--- config.mk ---
export PLATFORM = sky130hd
export DESIGN_NAME = bioee_scan_shifter
export DESIGN_NICKNAME = d
export VERILOG_FILES = /design/src/rtl/bioee_scan_shifter.sv
export SDC_FILE = /design/constraint.sdc
export NUM_CORES = 1
export LEC_CHECK = 0
export ABC_AREA = 1
export ABC_CLOCK_PERIOD_IN_PS = 1800
export BUFFER_PORTS_ARGS = -buffer_cell sky130_fd_sc_hd__buf_2
export CELL_PAD_IN_SITES_DETAIL_PLACEMENT = 1
export CELL_PAD_IN_SITES_GLOBAL_PLACEMENT = 2
export CORE_MARGIN = 4
export CORE_UTILIZATION = 33
export CTS_CLUSTER_SIZE = 25
export DETAILED_ROUTE_END_ITERATION = 6
export PLACE_DENSITY_LB_ADDON = 0.12
export SYNTH_ARGS = -nofsm -noshare
export SYNTH_HDL_FRONTEND = slang
export SYNTH_SLANG_ARGS = --single-unit
--- constraint.sdc ---
create_clock -name clkin -period 1.8 [get_ports clkin]
set_input_delay 0.18 -clock clkin [delete_from_list [all_inputs] [get_ports clkin]]
set_output_delay 0.18 -clock clkin [all_outputs]
set_load 0.01 [all_outputs]
--- src/rtl/bioee_scan_shifter.sv ---
// Scan-chain driver clocked by the oversampled divider output.
// Define BIOEE_SCAN_LSB_FIRST_EN for LSB-first shifting in both directions.
`timescale 1ns/1ps
module bioee_scan_shifter #(
    parameter int WIDTH       = 32,
    parameter int SYNC_STAGES = 2
) (
    input  logic             clkin,
    input  logic             rst_n,
    input  logic             sclk_div,
    output logic             div_enable,
    input  logic             start,
    input  logic [WIDTH-1:0] data_in,
    output logic             busy,
    output logic             done,
    output logic [WIDTH-1:0] data_out,
    output logic             scan_clk,
    output logic             scan_data,
    input  logic             scan_dout,
    output logic             scan_load
);

    localparam int CW = $clog2(WIDTH + 1);

    // STROBE is the half of LOAD that holds scan_load for one bit period
    typedef enum logic [2:0] {
        IDLE, ARM, SHIFT, LOAD, STROBE, DONE
    } state_t;

    state_t state, state_nx;

    logic [SYNC_STAGES-1:0] sync;
    logic                   s, s_d, rise, fall;
    logic [WIDTH-1:0]       shreg, shreg_nx;
    logic [WIDTH-1:0]       readback, rb_nx;
    logic                   out_bit;
    logic [CW-1:0]          bitcnt;

    assign s    = sync[SYNC_STAGES-1];
    assign rise = s & ~s_d;
    assign fall = ~s & s_d;

`ifdef BIOEE_SCAN_LSB_FIRST_EN
    assign out_bit  = shreg[0];
    assign shreg_nx = shreg >> 1;
`else
    assign out_bit  = shreg[WIDTH-1];
    assign shreg_nx = shreg << 1;
`endif

    // Readback word with the chain bit inserted at the far end
    always_comb begin
        rb_nx = '0;
`ifdef BIOEE_SCAN_LSB_FIRST_EN
        rb_nx[WIDTH-1] = scan_dout;
        for (int i = 0; i < WIDTH - 1; i++)
            rb_nx[i] = readback[i+1];
`else
        rb_nx[0] = scan_dout;
        for (int i = 1; i < WIDTH; i++)
            rb_nx[i] = readback[i-1];
`endif
    end

    // Synchronize the divided clock and keep one cycle of history
    always_ff @(posedge clkin or negedge rst_n) begin
        if (!rst_n) begin
            sync <= '0;
            s_d  <= 1'b0;
        end else begin
            sync <= {sync[SYNC_STAGES-2:0], sclk_div};
            s_d  <= s;
        end
    end

    // State register
    always_ff @(posedge clkin or negedge rst_n) begin
        if (!rst_n) state <= IDLE;
        else        state <= state_nx;
    end

    // Next-state logic; a parked-high clock is a level, not a fall
    always_comb begin
        state_nx = state;
        unique case (state)
            IDLE:    if (start) state_nx = ARM;
            ARM:     if (fall) state_nx = SHIFT;
            SHIFT:   if (rise && bitcnt == CW'(1)) state_nx = LOAD;
            LOAD:    if (fall) state_nx = STROBE;
            STROBE:  if (fall) state_nx = DONE;
            DONE:    state_nx = IDLE;
            default: state_nx = IDLE;
        endcase
    end

    // Status and strobe outputs decode straight from the state register
    assign busy       = (state == ARM) || (state == SHIFT) ||
                        (state == LOAD) || (state == STROBE);
    assign div_enable = busy;
    assign done       = (state == DONE);
    assign scan_load  = (state == STROBE);

    // Shift, readback, bit counter and pad registers
    always_ff @(posedge clkin or negedge rst_n) begin
        if (!rst_n) begin
            shreg     <= '0;
            readback  <= '0;
            bitcnt    <= '0;
            data_out  <= '0;
            scan_clk  <= 1'b0;
            scan_data <= 1'b0;
        end else begin
            unique case (state)
                IDLE: begin
                    if (start) begin
                        shreg    <= data_in;
                        readback <= '0;
                        bitcnt   <= CW'(WIDTH);
                    end
                end
                ARM: begin
                    if (fall) begin
                        scan_data <= out_bit;
                        shreg     <= shreg_nx;
                    end
                end
                SHIFT: begin
                    scan_clk <= s;
                    if (rise) begin
                        readback <= rb_nx;
                        bitcnt   <= bitcnt - CW'(1);
                    end
                    if (fall) begin
                        scan_data <= out_bit;
                        shreg     <= shreg_nx;
                    end
                end
                LOAD: begin
                    if (fall) begin
                        scan_clk  <= 1'b0;
                        scan_data <= 1'b0;
                    end else begin
                        scan_clk <= s;
                    end
                end
                STROBE: begin
                    if (fall) data_out <= readback;
                end
                DONE: begin
                end
                default: begin
                end
            endcase
        end
    end

endmodule

# Yosys cells after proc, flatten, opt, wreduce, memory -nomap -nowiden
# Cells that the tools add are included.
[totals]
regBits = 110
in_bits = 37
output_inout_bits = 38
word_cells = 62
[classes]
n_addsub = 1
n_eq_ne = 13
muxes = 20
n_bitwise = 4
reduce_logical = 15
[ops]
columns = ["op", "count"]
rows = [
  ["$mux W32", 4],
  ["$pmux W32 S2", 2],
  ["$mux W3", 5],
  ["$pmux W3 S5", 1],
  ["$mux W6", 2],
  ["$pmux W6 S2", 1],
  ["$ne A2 B2 Y1 const B", 5],
  ["$reduce_and A3 Y1", 3],
  ["$reduce_bool A2 Y1", 4],
  ["$eq A3 B2 Y1 const B", 2],
  ["$eq A3 B3 Y1 const B", 2],
  ["$eq A6 B1 Y1 const B", 1],
  ["$sub A6 B1 Y6 const B", 1],
  ["$reduce_and A5 Y1", 1],
  ["$ne A2 B1 Y1 const B", 2],
  ["$pmux W1 S2", 2],
  ["$eq A3 B1 Y1 const B", 1],
  ["$logic_not A3 Y1", 1],
  ["$logic_or A1 B1 Y1", 3],
  ["$mux W1", 3],
  ["$and A1 B1 Y1", 2],
  ["$not A1 Y1", 2],
  ["$reduce_and A2 Y1", 1],
  ["$reduce_or A2 Y1", 1],
  ["$logic_and A1 B1 Y1", 1],
]

# Depth between registers and ports, before layout
# Gate-level depths: netlist of run 1.
[depth]
word_depth = 5
ltp_mapped = 10
mapped_depth_nobuf = 9

# Worst setup path after synthesis of run 1
# Ideal clock, no wire load.
[synth_timing]
path_kind = "register to output"
start = "register state[0]"
end = "output div_enable"
arrival_time_ps = 1267
required_time_ps = 1620
slack_ps = 353
stages_incl_launch_ff = 6
path_buffers = 3
cell_sequence = "dfrtp_1 buf_2 nand3_2 buf_1 nand3_1 buf_4"
[synth_via]
elab_chain_len = 4
word_cells_on_any_way = 7
cone_classes = "eq/ne (4); reduce/logical (3)"
[synth_lines]
columns = ["element", "line", "text"]
rows = [
  ["from (decl)", "30", "state_t state, state_nx;"],
  ["from (signal assigned)", "79", "else state <= state_nx;"],
  ["$eq A3 B1 Y1 or $eq A3 B2 Y1 (tied branches)", "97", "assign busy = (state == ARM) || (state == SHIFT) ||"],
  ["$logic_or A1 B1 Y1 (2 in a row)", "97", ""],
  ["$logic_or A1 B1 Y1 *", "98", "(state == LOAD) || (state == STROBE);"],
  ["to (decl)", "11", "output logic div_enable,"],
]
# Every way passes the cells marked *; elsewhere a longest branch is shown, timed or not.

# Worst setup path after layout of run 1
[layout_timing]
start = "register state[1]"
end = "output scan_load"
[layout_via]
elab_chain_len = 1
[layout_lines]
columns = ["element", "line", "text"]
rows = [
  ["$eq A3 B3 Y1", "101", "assign scan_load = (state == STROBE);"],
  ["to (decl)", "20", "output logic scan_load"],
]
# Every way passes these cells.

==> flow_summary.html, run 1 <==
<table>
<tr><th>Metric</th><th>Value</th></tr>
<tr><th colspan="2">Setup path</th></tr>
<tr><td>Worst reg2reg endpoint</td><td>readback[15]</td></tr>
<tr><td>Crit path DAT</td><td>1.52 ns</td></tr>
<tr><td>Source of the worst register-to-register timing path</td><td>state[1]</td></tr>
<tr><td>Reg2Reg Depth</td><td>10</td></tr>
<tr><td>Crit path required time</td><td>1.62 ns</td></tr>
<tr><td>Sort of element at the start of the critical path</td><td>flip-flop</td></tr>
<tr><td>Critical-path maximum fanout</td><td>9</td></tr>
<tr><td>Register-to-Register Setup Slack</td><td>0.16 ns</td></tr>
<tr><td>Critical Setup Path Class</td><td>flip-flop to output pin</td></tr>
<tr><td>Endpoint class of the critical path</td><td>output pin</td></tr>
<tr><th colspan="2">Pwr</th></tr>
<tr><td>Switching component of the power</td><td>3.54 mW</td></tr>
<tr><td>Net Sw Frac</td><td>40.3%</td></tr>
<tr><td>Leakage power of the design</td><td>3.43 nW</td></tr>
<tr><td>Sequential power share</td><td>36.4%</td></tr>
<tr><td>Power share of the combinational group</td><td>39.4%</td></tr>
<tr><td>Internal Pwr Total</td><td>5.24 mW</td></tr>
<tr><td>Pwr Total</td><td>8.77 mW</td></tr>
<tr><td>VDD IR-drop max</td><td>659 uV</td></tr>
<tr><td>Clock group share of total power</td><td>24.3%</td></tr>
<tr><td>Power density over the cells</td><td>1480 mW/mm^2</td></tr>
<tr><th colspan="2">Detailed routing</th></tr>
<tr><td>Drt total wl</td><td>12.9 mm</td></tr>
<tr><td>Number of iterations in the first detailed-routing pass</td><td>4</td></tr>
<tr><td>Overall via count from detail_route</td><td>4271</td></tr>
<tr><td>Final antenna-violating net count</td><td>0</td></tr>
<tr><td>Iteration-0 DRC Markers</td><td>219</td></tr>
<tr><td>Routed length per instance</td><td>14.5 um</td></tr>
<tr><td>Detailed-route DRC error count</td><td>0</td></tr>
<tr><td>Via count normalized by instance count</td><td>4.82</td></tr>
<tr><th colspan="2">Timing</th></tr>
<tr><td>Total negative setup slack</td><td>0 ns</td></tr>
<tr><td>Final-report max-slew violation count</td><td>0</td></tr>
<tr><td>Tightest Pin Transition</td><td>0.524 ns</td></tr>
<tr><td>Number of endpoints with negative hold slack in the final report</td><td>0</td></tr>
<tr><td>Maximum clock rate</td><td>588 MHz</td></tr>
<tr><td>Worst slew margin relative to its limit</td><td>65.1%</td></tr>
<tr><td>Worst Clk Skew</td><td>0.00829 ns</td></tr>
<tr><td>Final setup viols</td><td>0</td></tr>
<tr><td>Final cycle utilization of the critical path</td><td>94.5%</td></tr>
<tr><td>Unrepaired setup endpoints after global routing</td><td>no</td></tr>
<tr><td>Min Hold Slack</td><td>0.0592 ns</td></tr>
<tr><td>Minimum clock period after layout</td><td>1.70 ns</td></tr>
<tr><th colspan="2">Floorplanning</th></tr>
<tr><td>Std cell rows</td><td>44</td></tr>
<tr><td>Die X</td><td>130 um</td></tr>
<tr><td>Vertical die dimension</td><td>130 um</td></tr>
<tr><td>I/O Pins</td><td>75</td></tr>
<tr><td>Initial cell density of the core</td><td>33.9%</td></tr>
<tr><td>Die Footprint</td><td>0.0170 mm^2</td></tr>
<tr><td>Area of the placeable core</td><td>0.0146 mm^2</td></tr>
<tr><th colspan="2">Logic synthesis</th></tr>
<tr><td>Synthesized area divided by synthesized cell count</td><td>7.90 um^2</td></tr>
<tr><td>Largest family of logic cells by synthesized area</td><td>simple AND/OR/NAND/NOR gates</td></tr>
<tr><td>Yosys Warn Count</td><td>0</td></tr>
<tr><td>Multiplexer area fraction after synthesis</td><td>0%</td></tr>
<tr><td>Number of different library cells in the post-synthesis netlist</td><td>22</td></tr>
<tr><td>Xor/xnor share of the synthesized area</td><td>0.532%</td></tr>
<tr><td>Number of standard cells after synthesis</td><td>625</td></tr>
<tr><td>Yosys reg bits</td><td>110</td></tr>
<tr><td>Syn_nets</td><td>664</td></tr>
<tr><td>Seq/Total Area, Yosys</td><td>55.7%</td></tr>
<tr><td>Simple-gate portion of the synthesized area</td><td>38.0%</td></tr>
<tr><td>Post-Synth Adder-Cell Area</td><td>0.507%</td></tr>
<tr><td>Post-Syn Area</td><td>0.00494 mm^2</td></tr>
<tr><td>Synthesized-area fraction occupied by ao, oa, aoi and oai cells</td><td>0.507%</td></tr>
<tr><th colspan="2">Clocking</th></tr>
<tr><td>Clock buffer count from CTS</td><td>9</td></tr>
<tr><td>Number of clock sinks</td><td>110</td></tr>
<tr><td>Buffer type at the clock tree root</td><td>clkbuf_16</td></tr>
<tr><td>Buffers from clock root to sink, at most</td><td>2</td></tr>
<tr><td>Clock tree from TritonCTS</td><td>done</td></tr>
<tr><td>Register clock-pin slew on the reported worst setup and hold paths</td><td>0.07 ns</td></tr>
<tr><td>Insertion delay to the later sink of the worst-skew pair</td><td>0.35 ns</td></tr>
<tr><td>H-tree levels</td><td>3</td></tr>
<tr><th colspan="2">Outcome</th></tr>
<tr><td>Outcome</td><td>completed</td></tr>
<tr><th colspan="2">Cells and area</th></tr>
<tr><td>Most frequent cells in the layout</td><td>nand2_1 (318), nand3_1 (109), dfrtp_1 (108), buf_2 (73), buf_4 (19)</td></tr>
<tr><td>Ratio of cells with drive above 1 in the final layout</td><td>18.1%</td></tr>
<tr><td>Number of cells in the finished layout apart from fillers</td><td>887</td></tr>
<tr><td>Number of antenna cells inserted</td><td>0</td></tr>
<tr><td>FILL cells</td><td>1797</td></tr>
<tr><td>Area Overhead vs Synth</td><td>19.7%</td></tr>
<tr><td>Net count reported at finish</td><td>737</td></tr>
<tr><td>Final core utilization</td><td>40.5%</td></tr>
<tr><td>Most common library cell in the layout ignoring fill and taps</td><td>nand2_1</td></tr>
<tr><th colspan="2">Worst hold path</th></tr>
<tr><td>Worst hold path type</td><td>primary input to flip-flop</td></tr>
<tr><td>Hold Crit Endpoint</td><td>readback[0]</td></tr>
<tr><td>Hold path start</td><td>scan_dout</td></tr>
<tr><td>Worst hold stages</td><td>3</td></tr>
<tr><th colspan="2">Placement</th></tr>
<tr><td>Placed instance count</td><td>866</td></tr>
<tr><td>DPL Wire Length</td><td>8.64 mm</td></tr>
<tr><td>Port bufs</td><td>74</td></tr>
<tr><td>Routability cong.</td><td>0.766</td></tr>
<tr><th colspan="2">Global route</th></tr>
<tr><td>Global-route wire length before repair</td><td>21.7 mm</td></tr>
<tr><td>Pin count of the biggest net entering global routing</td><td>41</td></tr>
<tr><td>Number of global-route vias before repair</td><td>4449</td></tr>
<tr><td>Antenna violations before repair</td><td>0</td></tr>
<tr><td>Remaining global-route overflow</td><td>0</td></tr>
<tr><td>All-layer global routing usage</td><td>15.9%</td></tr>
<tr><th colspan="2">Run</th></tr>
<tr><td>Number of maximum-capacitance constraint violations</td><td>0</td></tr>
</table>
-- worst max-delay path, cell delays in order (launching register included) --
cell	delay, ns
dfrtp_2	0.44
nor2_4	0.14
buf_4	0.13
nand2_2	0.08
clkinv_2	0.10
buf_6	0.14
buf_2	0.13
-- power groups by stage --
stage | Combinational (mW) | Clock (mW) | Sequential [mW]
after floorplan | 2.56 | 0 | 3.18
after global placement | 3.34 | 0 | 3.21
after detailed placement | 3.43 | 0 | 3.24
after CTS | 3.50 | 2.22 | 3.19
after global routing | 4.00 | 2.30 | 3.25
final | 3.46 | 2.13 | 3.19
-- worst max-delay path by stage --
stage,slack (ns),endpoint,cells after the start,from
after detailed placement,0.04,readback[16],7,state[1]
after global placement,0.18,readback[18],7,state[1]
after global routing,0.005,readback[4],10,state[1]
final,0.1,scan_load,6,state[1]
after floorplan,0.35,div_enable,5,state[0]
after CTS,0.003,readback[16],10,state[1]
-- cell families (layout without fill, tap and decap cells) --
group / Yosys count / count (layout)
AOI/OAI and AO/OA: 5 / 5
and+or+nand+nor: 454 / 454
buffers and inverters: 51 / 129
adders and majority gates: 2 / 2
xor gates and xnor gates: 3 / 3
DFF: 110 / 110
-- layout make-up --
cell class / count / area [um^2] / share of cell area [%]
Clock inverter: 5 / 82.6 / 1.40
Multi-Input combinational cell: 464 / 1970 / 33.3
Sequential cell: 110 / 2760 / 46.6
Clock buffer: 11 / 233 / 3.94
Timing Repair Buffer: 98 / 582 / 9.84
Tap cell: 184 / 230 / 3.90
Inverter: 15 / 62.6 / 1.06
-- cell usage after synthesis --
library cell	instances	area, um^2
a21oi_1	2	10.0
buf_1	2	7.51
buf_2	20	100
buf_4	4	30.0
clkbuf_1	10	37.5
clkinv_1	2	7.51
dfrtp_1	110	2750
ha_1	2	25.0
inv_1	8	30.0
inv_2	5	18.8
nand2_1	319	1200
nand2_2	3	18.8
nand3_1	109	546
nand3_2	1	10.0
nand3b_1	2	15.0
nand4_1	1	6.26
nor2_1	14	52.6
nor2_2	2	12.5
nor2_4	1	11.3
nor3_1	2	10.0
o21ai_0	3	15.0
xor2_1	3	26.3
-- stage by stage --
| stage | instance area, um^2 | setup WS (ns) |
|---|---|---|
| 2_1_floorplan | 4940 | 0.353 |
| 3_3_place_gp | 5520 | 0.176 |
| 3_5_place_dp | 5520 | 0.0421 |
| 4_1_cts | 5890 | 0.00269 |
| 5_1_grt | 5910 | 0.00451 |
| 6_report | 5910 | 0.0993 |
-- sequential cells by signal, summed over array words and instances (netlist names) --
register	count
s_d	1
scan_clk	1
sync	2
scan_data	1
state	3
bitcnt	6
shreg	32
readback	32
data_out	32
-- per-layer routing --
metal / wire, um / share of wire (%) / vias to the layer above / track usage, %
met5: 0 / 0 / - / 0
met4: 218 / 1.7 / 0 / 5.93
met3: 446 / 3.5 / 13 / 2.42
met2: 6220 / 48 / 69 / 26.8
met1: 5980 / 46 / 2083 / 20.8
li1: - / - / 2106 / -
-- timing repair --
action / 4_1_cts / 5_1_grt
setup buffers: 2 / 1
gates resized for setup: 6 / 7
hold buffers: 2 / 0
endpoints found under the hold margin: 36 / 0
setup endpoints to repair: 1 / 72
Power figures use the tool's default switching activity.
==> inputs of run 2 (changes only) <==
--- a/config.mk
+++ b/config.mk
@@ -14,7 +14,7 @@
 export CORE_UTILIZATION = 33
 export CTS_CLUSTER_SIZE = 25
 export DETAILED_ROUTE_END_ITERATION = 6
-export PLACE_DENSITY_LB_ADDON = 0.12
+export PLACE_DENSITY = 0.87
 export SYNTH_ARGS = -nofsm -noshare
 export SYNTH_HDL_FRONTEND = slang
 export SYNTH_SLANG_ARGS = --single-unit
==> flow_summary.html, run 2 (synthesis results as in run 1) <==
<table>
<tr><th>Metric</th><th>Value</th></tr>
<tr><th colspan="2">Clocking</th></tr>
<tr><td>Buffer type at the clock tree root</td><td>clkbuf_16</td></tr>
<tr><td>Clock buffer count from CTS</td><td>9 (unchanged)</td></tr>
<tr><td>H-tree levels</td><td>3 (unchanged)</td></tr>
<tr><td>Buffers from clock root to sink, at most</td><td>2 (unchanged)</td></tr>
<tr><td>Clock tree from TritonCTS</td><td>done</td></tr>
<tr><td>Setup repair bufs after CTS</td><td>0 (-2)</td></tr>
<tr><td>Register clock-pin slew on the reported worst setup and hold paths</td><td>0.08 ns (about the same)</td></tr>
<tr><td>Insertion delay to the later sink of the worst-skew pair</td><td>0.35 ns (about the same)</td></tr>
<tr><td>Number of clock sinks</td><td>110 (unchanged)</td></tr>
<tr><th colspan="2">Timing</th></tr>
<tr><td>Number of endpoints with negative hold slack in the final report</td><td>0 (unchanged)</td></tr>
<tr><td>Minimum clock period after layout</td><td>1.69 ns (-0.0133 ns)</td></tr>
<tr><td>Final setup margin</td><td>0.113 ns (+0.0133 ns)</td></tr>
<tr><td>Worst slew margin relative to its limit</td><td>73.0% (+7.9 points)</td></tr>
<tr><td>Unrepaired setup endpoints after global routing</td><td>yes</td></tr>
<tr><td>Tightest Pin Transition</td><td>0.406 ns (-0.118 ns)</td></tr>
<tr><td>Final cycle utilization of the critical path</td><td>93.7% (-0.74 points)</td></tr>
<tr><td>Final setup viols</td><td>0 (unchanged)</td></tr>
<tr><td>Final-report max-slew violation count</td><td>0 (unchanged)</td></tr>
<tr><td>Maximum clock rate</td><td>593 MHz (+0.79%)</td></tr>
<tr><td>Worst Clk Skew</td><td>0.00608 ns (-0.00222 ns)</td></tr>
<tr><th colspan="2">Setup path</th></tr>
<tr><td>Sort of element at the start of the critical path</td><td>flip-flop</td></tr>
<tr><td>Critical-path maximum fanout</td><td>33 (+24)</td></tr>
<tr><td>Crit path required time</td><td>1.62 ns (about the same)</td></tr>
<tr><td>Source of the worst register-to-register timing path</td><td>state[1]</td></tr>
<tr><td>Worst reg2reg endpoint</td><td>shreg[6]</td></tr>
<tr><td>Register-to-Register Setup Slack</td><td>0.19 ns (+0.03 ns)</td></tr>
<tr><td>Endpoint class of the critical path</td><td>output pin</td></tr>
<tr><td>Critical Setup Path Class</td><td>flip-flop to output pin</td></tr>
<tr><td>Reg2Reg Depth</td><td>9 (-1)</td></tr>
<tr><td>CP Launch Point</td><td>state[2]</td></tr>
<tr><td>Crit path DAT</td><td>1.51 ns (about the same)</td></tr>
<tr><th colspan="2">Cells and area</th></tr>
<tr><td>Final core utilization</td><td>40.4% (-0.14 points)</td></tr>
<tr><td>Multi-input gate area in the final layout</td><td>0.00196 mm^2 (-0.25%)</td></tr>
<tr><td>Post-Layout Inst Area</td><td>0.00589 mm^2 (-0.34%)</td></tr>
<tr><td>Net count reported at finish</td><td>731 (-0.81%)</td></tr>
<tr><td>Most frequent cells in the layout</td><td>nand2_1 (318), nand3_1 (109), dfrtp_1 (109), buf_2 (73), nor2_1 (13)</td></tr>
<tr><td>Ratio of cells with drive above 1 in the final layout</td><td>17.5% (-0.56 points)</td></tr>
<tr><td>Most common library cell in the layout ignoring fill and taps</td><td>nand2_1</td></tr>
<tr><td>Number of antenna cells inserted</td><td>0 (unchanged)</td></tr>
<tr><td>Largest registers</td><td>data_out (32), readback (32), shreg (32)</td></tr>
<tr><td>Area occupied by registers</td><td>0.00275 mm^2 (about the same)</td></tr>
<tr><td>Area Overhead vs Synth</td><td>19.3%</td></tr>
<tr><td>FILL cells</td><td>1781 (-0.89%)</td></tr>
<tr><th colspan="2">Run</th></tr>
<tr><td>Number of maximum-capacitance constraint violations</td><td>0 (unchanged)</td></tr>
<tr><th colspan="2">Outcome</th></tr>
<tr><td>Outcome</td><td>completed</td></tr>
<tr><th colspan="2">Floorplanning</th></tr>
<tr><td>Vertical die dimension</td><td>130 um (unchanged)</td></tr>
<tr><td>Die Footprint</td><td>0.0170 mm^2 (unchanged)</td></tr>
<tr><td>Area of the placeable core</td><td>0.0146 mm^2 (unchanged)</td></tr>
<tr><td>Die X</td><td>130 um (unchanged)</td></tr>
<tr><td>Std cell rows</td><td>44 (unchanged)</td></tr>
<tr><td>Initial cell density of the core</td><td>33.9% (unchanged)</td></tr>
<tr><td>I/O Pins</td><td>75 (unchanged)</td></tr>
<tr><th colspan="2">Pwr</th></tr>
<tr><td>VDD IR-drop max</td><td>599 uV (-9.1%)</td></tr>
<tr><td>Leakage power of the design</td><td>3.41 nW (-0.58%)</td></tr>
<tr><td>Pwr Total</td><td>8.73 mW (-0.56%)</td></tr>
<tr><td>Power density over the cells</td><td>1480 mW/mm^2 (-0.22%)</td></tr>
<tr><th colspan="2">Worst hold path</th></tr>
<tr><td>Hold path start</td><td>scan_dout</td></tr>
<tr><td>Hold Crit Endpoint</td><td>readback[0]</td></tr>
<tr><td>Worst hold stages</td><td>3 (unchanged)</td></tr>
<tr><td>Worst hold path type</td><td>primary input to flip-flop</td></tr>
<tr><th colspan="2">Detailed routing</th></tr>
<tr><td>Routed length per instance</td><td>14.4 um (-1.0%)</td></tr>
<tr><td>Via count normalized by instance count</td><td>4.86 (+0.87%)</td></tr>
<tr><td>Final antenna-violating net count</td><td>0 (unchanged)</td></tr>
<tr><td>Number of iterations in the first detailed-routing pass</td><td>4 (unchanged)</td></tr>
<tr><td>Drt total wl</td><td>12.6 mm (-1.7%)</td></tr>
<tr><td>Overall via count from detail_route</td><td>4279 (+0.19%)</td></tr>
<tr><td>Iteration-0 DRC Markers</td><td>219 (unchanged)</td></tr>
<tr><td>Detailed-route DRC error count</td><td>0 (unchanged)</td></tr>
<tr><th colspan="2">Global route</th></tr>
<tr><td>Number of global-route vias before repair</td><td>4357 (-2.1%)</td></tr>
<tr><td>Met3 track utilization from global routing</td><td>2.42% (unchanged)</td></tr>
<tr><td>Global Route met2 Usage</td><td>25.9% (-0.91 points)</td></tr>
<tr><td>M1 GR Usage</td><td>20.9% (+0.051 points)</td></tr>
<tr><td>Pin count of the biggest net entering global routing</td><td>55 (+34%)</td></tr>
<tr><td>Remaining global-route overflow</td><td>0 (unchanged)</td></tr>
<tr><td>Antenna violations before repair</td><td>0 (unchanged)</td></tr>
<tr><td>Global-route wire length before repair</td><td>21.4 mm (-1.4%)</td></tr>
<tr><td>All-layer global routing usage</td><td>15.6% (-0.29 points)</td></tr>
<tr><td>Most Used Layer, Global Route</td><td>met2</td></tr>
<tr><th colspan="2">Placement</th></tr>
<tr><td>DPL Wire Length</td><td>8.56 mm (-0.92%)</td></tr>
<tr><td>Routability cong.</td><td>0.754 (-1.6%)</td></tr>
<tr><td>Port bufs</td><td>74 (unchanged)</td></tr>
<tr><td>Standard cell area after detailed placement</td><td>0.00551 mm^2 (-0.18%)</td></tr>
<tr><td>Worst slack after detailed placement</td><td>-0.0136 ns (-0.0556 ns)</td></tr>
</table>
-- run 2: cell count changes in the layout (fill, tap and decap cells not counted), moves of 2 or more --
| cell | delta |
|---|---|
| buf_4 | -7 |
| buf_6 | -3 |
| buf_12 | +2 |
| buf_8 | +2 |
| clkbuf_1 | -2 |
| clkbuf_8 | +2 |
| clkinv_2 | -2 |
-- run 2: how the worst max path moves through the flow --
| stage | end | slack, ns | cells past startpoint |
|---|---|---|---|
| 6_report | busy | 0.11 | 5 |
| 5_1_grt | data_out[2] | -0.006 | 8 |
| 4_1_cts | busy | 0.02 | 5 |
| 3_5_place_dp | readback[19] | -0.01 | 7 |
| 3_3_place_gp | shreg[0] | 0.11 | 9 |
| 2_1_floorplan | div_enable | 0.35 | 5 |
-- run 2: worst max-delay path, cell delays in order (launching register included) --
cell,delay [ns]
dfrtp_2,0.46
inv_2,0.14
nand3_2,0.12
buf_12,0.19
nand3_1,0.11
buf_2,0.14
-- run 2: area by class of cell --
type                            count  share of cell area (%)
Clock inverter                      5                    1.08
Clock buffer                       11                    4.29
Inverter                           15                    1.08
Sequential cell                   110                    46.8
Tap cell                          184                    3.91
Timing Repair Buffer               92                    9.60
Multi-Input combinational cell    464                    33.3
-- run 2: power breakdown --
group,switching (mW),internal [mW],total (mW)
clock network,0.939,1.17,2.11
registers,0.275,2.92,3.20
logic,2.34,1.08,3.42
-- run 2: timing repair --
item,4_1_cts,5_1_grt
hold endpoints to repair,27,0
setup endpoints to repair,4,66
gates resized for setup,5,10
hold buffers,2,0
-- run 2: per-layer routing --
layer  wire length [um]  up-vias  part of all wire (%)
li1                   -     2106                     -
met1               5870     2078                    46
met2               6040       78                    48
met3                511       17                   4.0
met4                224        0                   1.8
met5                  0        -                     0
-- run 2: per-stage QoR --
step / hold WS (ns) / TNS, ns / std cells
detailed placement: 0.143 / -0.0136 / 863
global route: 0.0706 / -0.00857 / 881
floorplan: -0.116 / 0 / 625
CTS: 0.0377 / 0 / 881
finish: 0.0497 / 0 / 881
global placement: 0.134 / 0 / 863
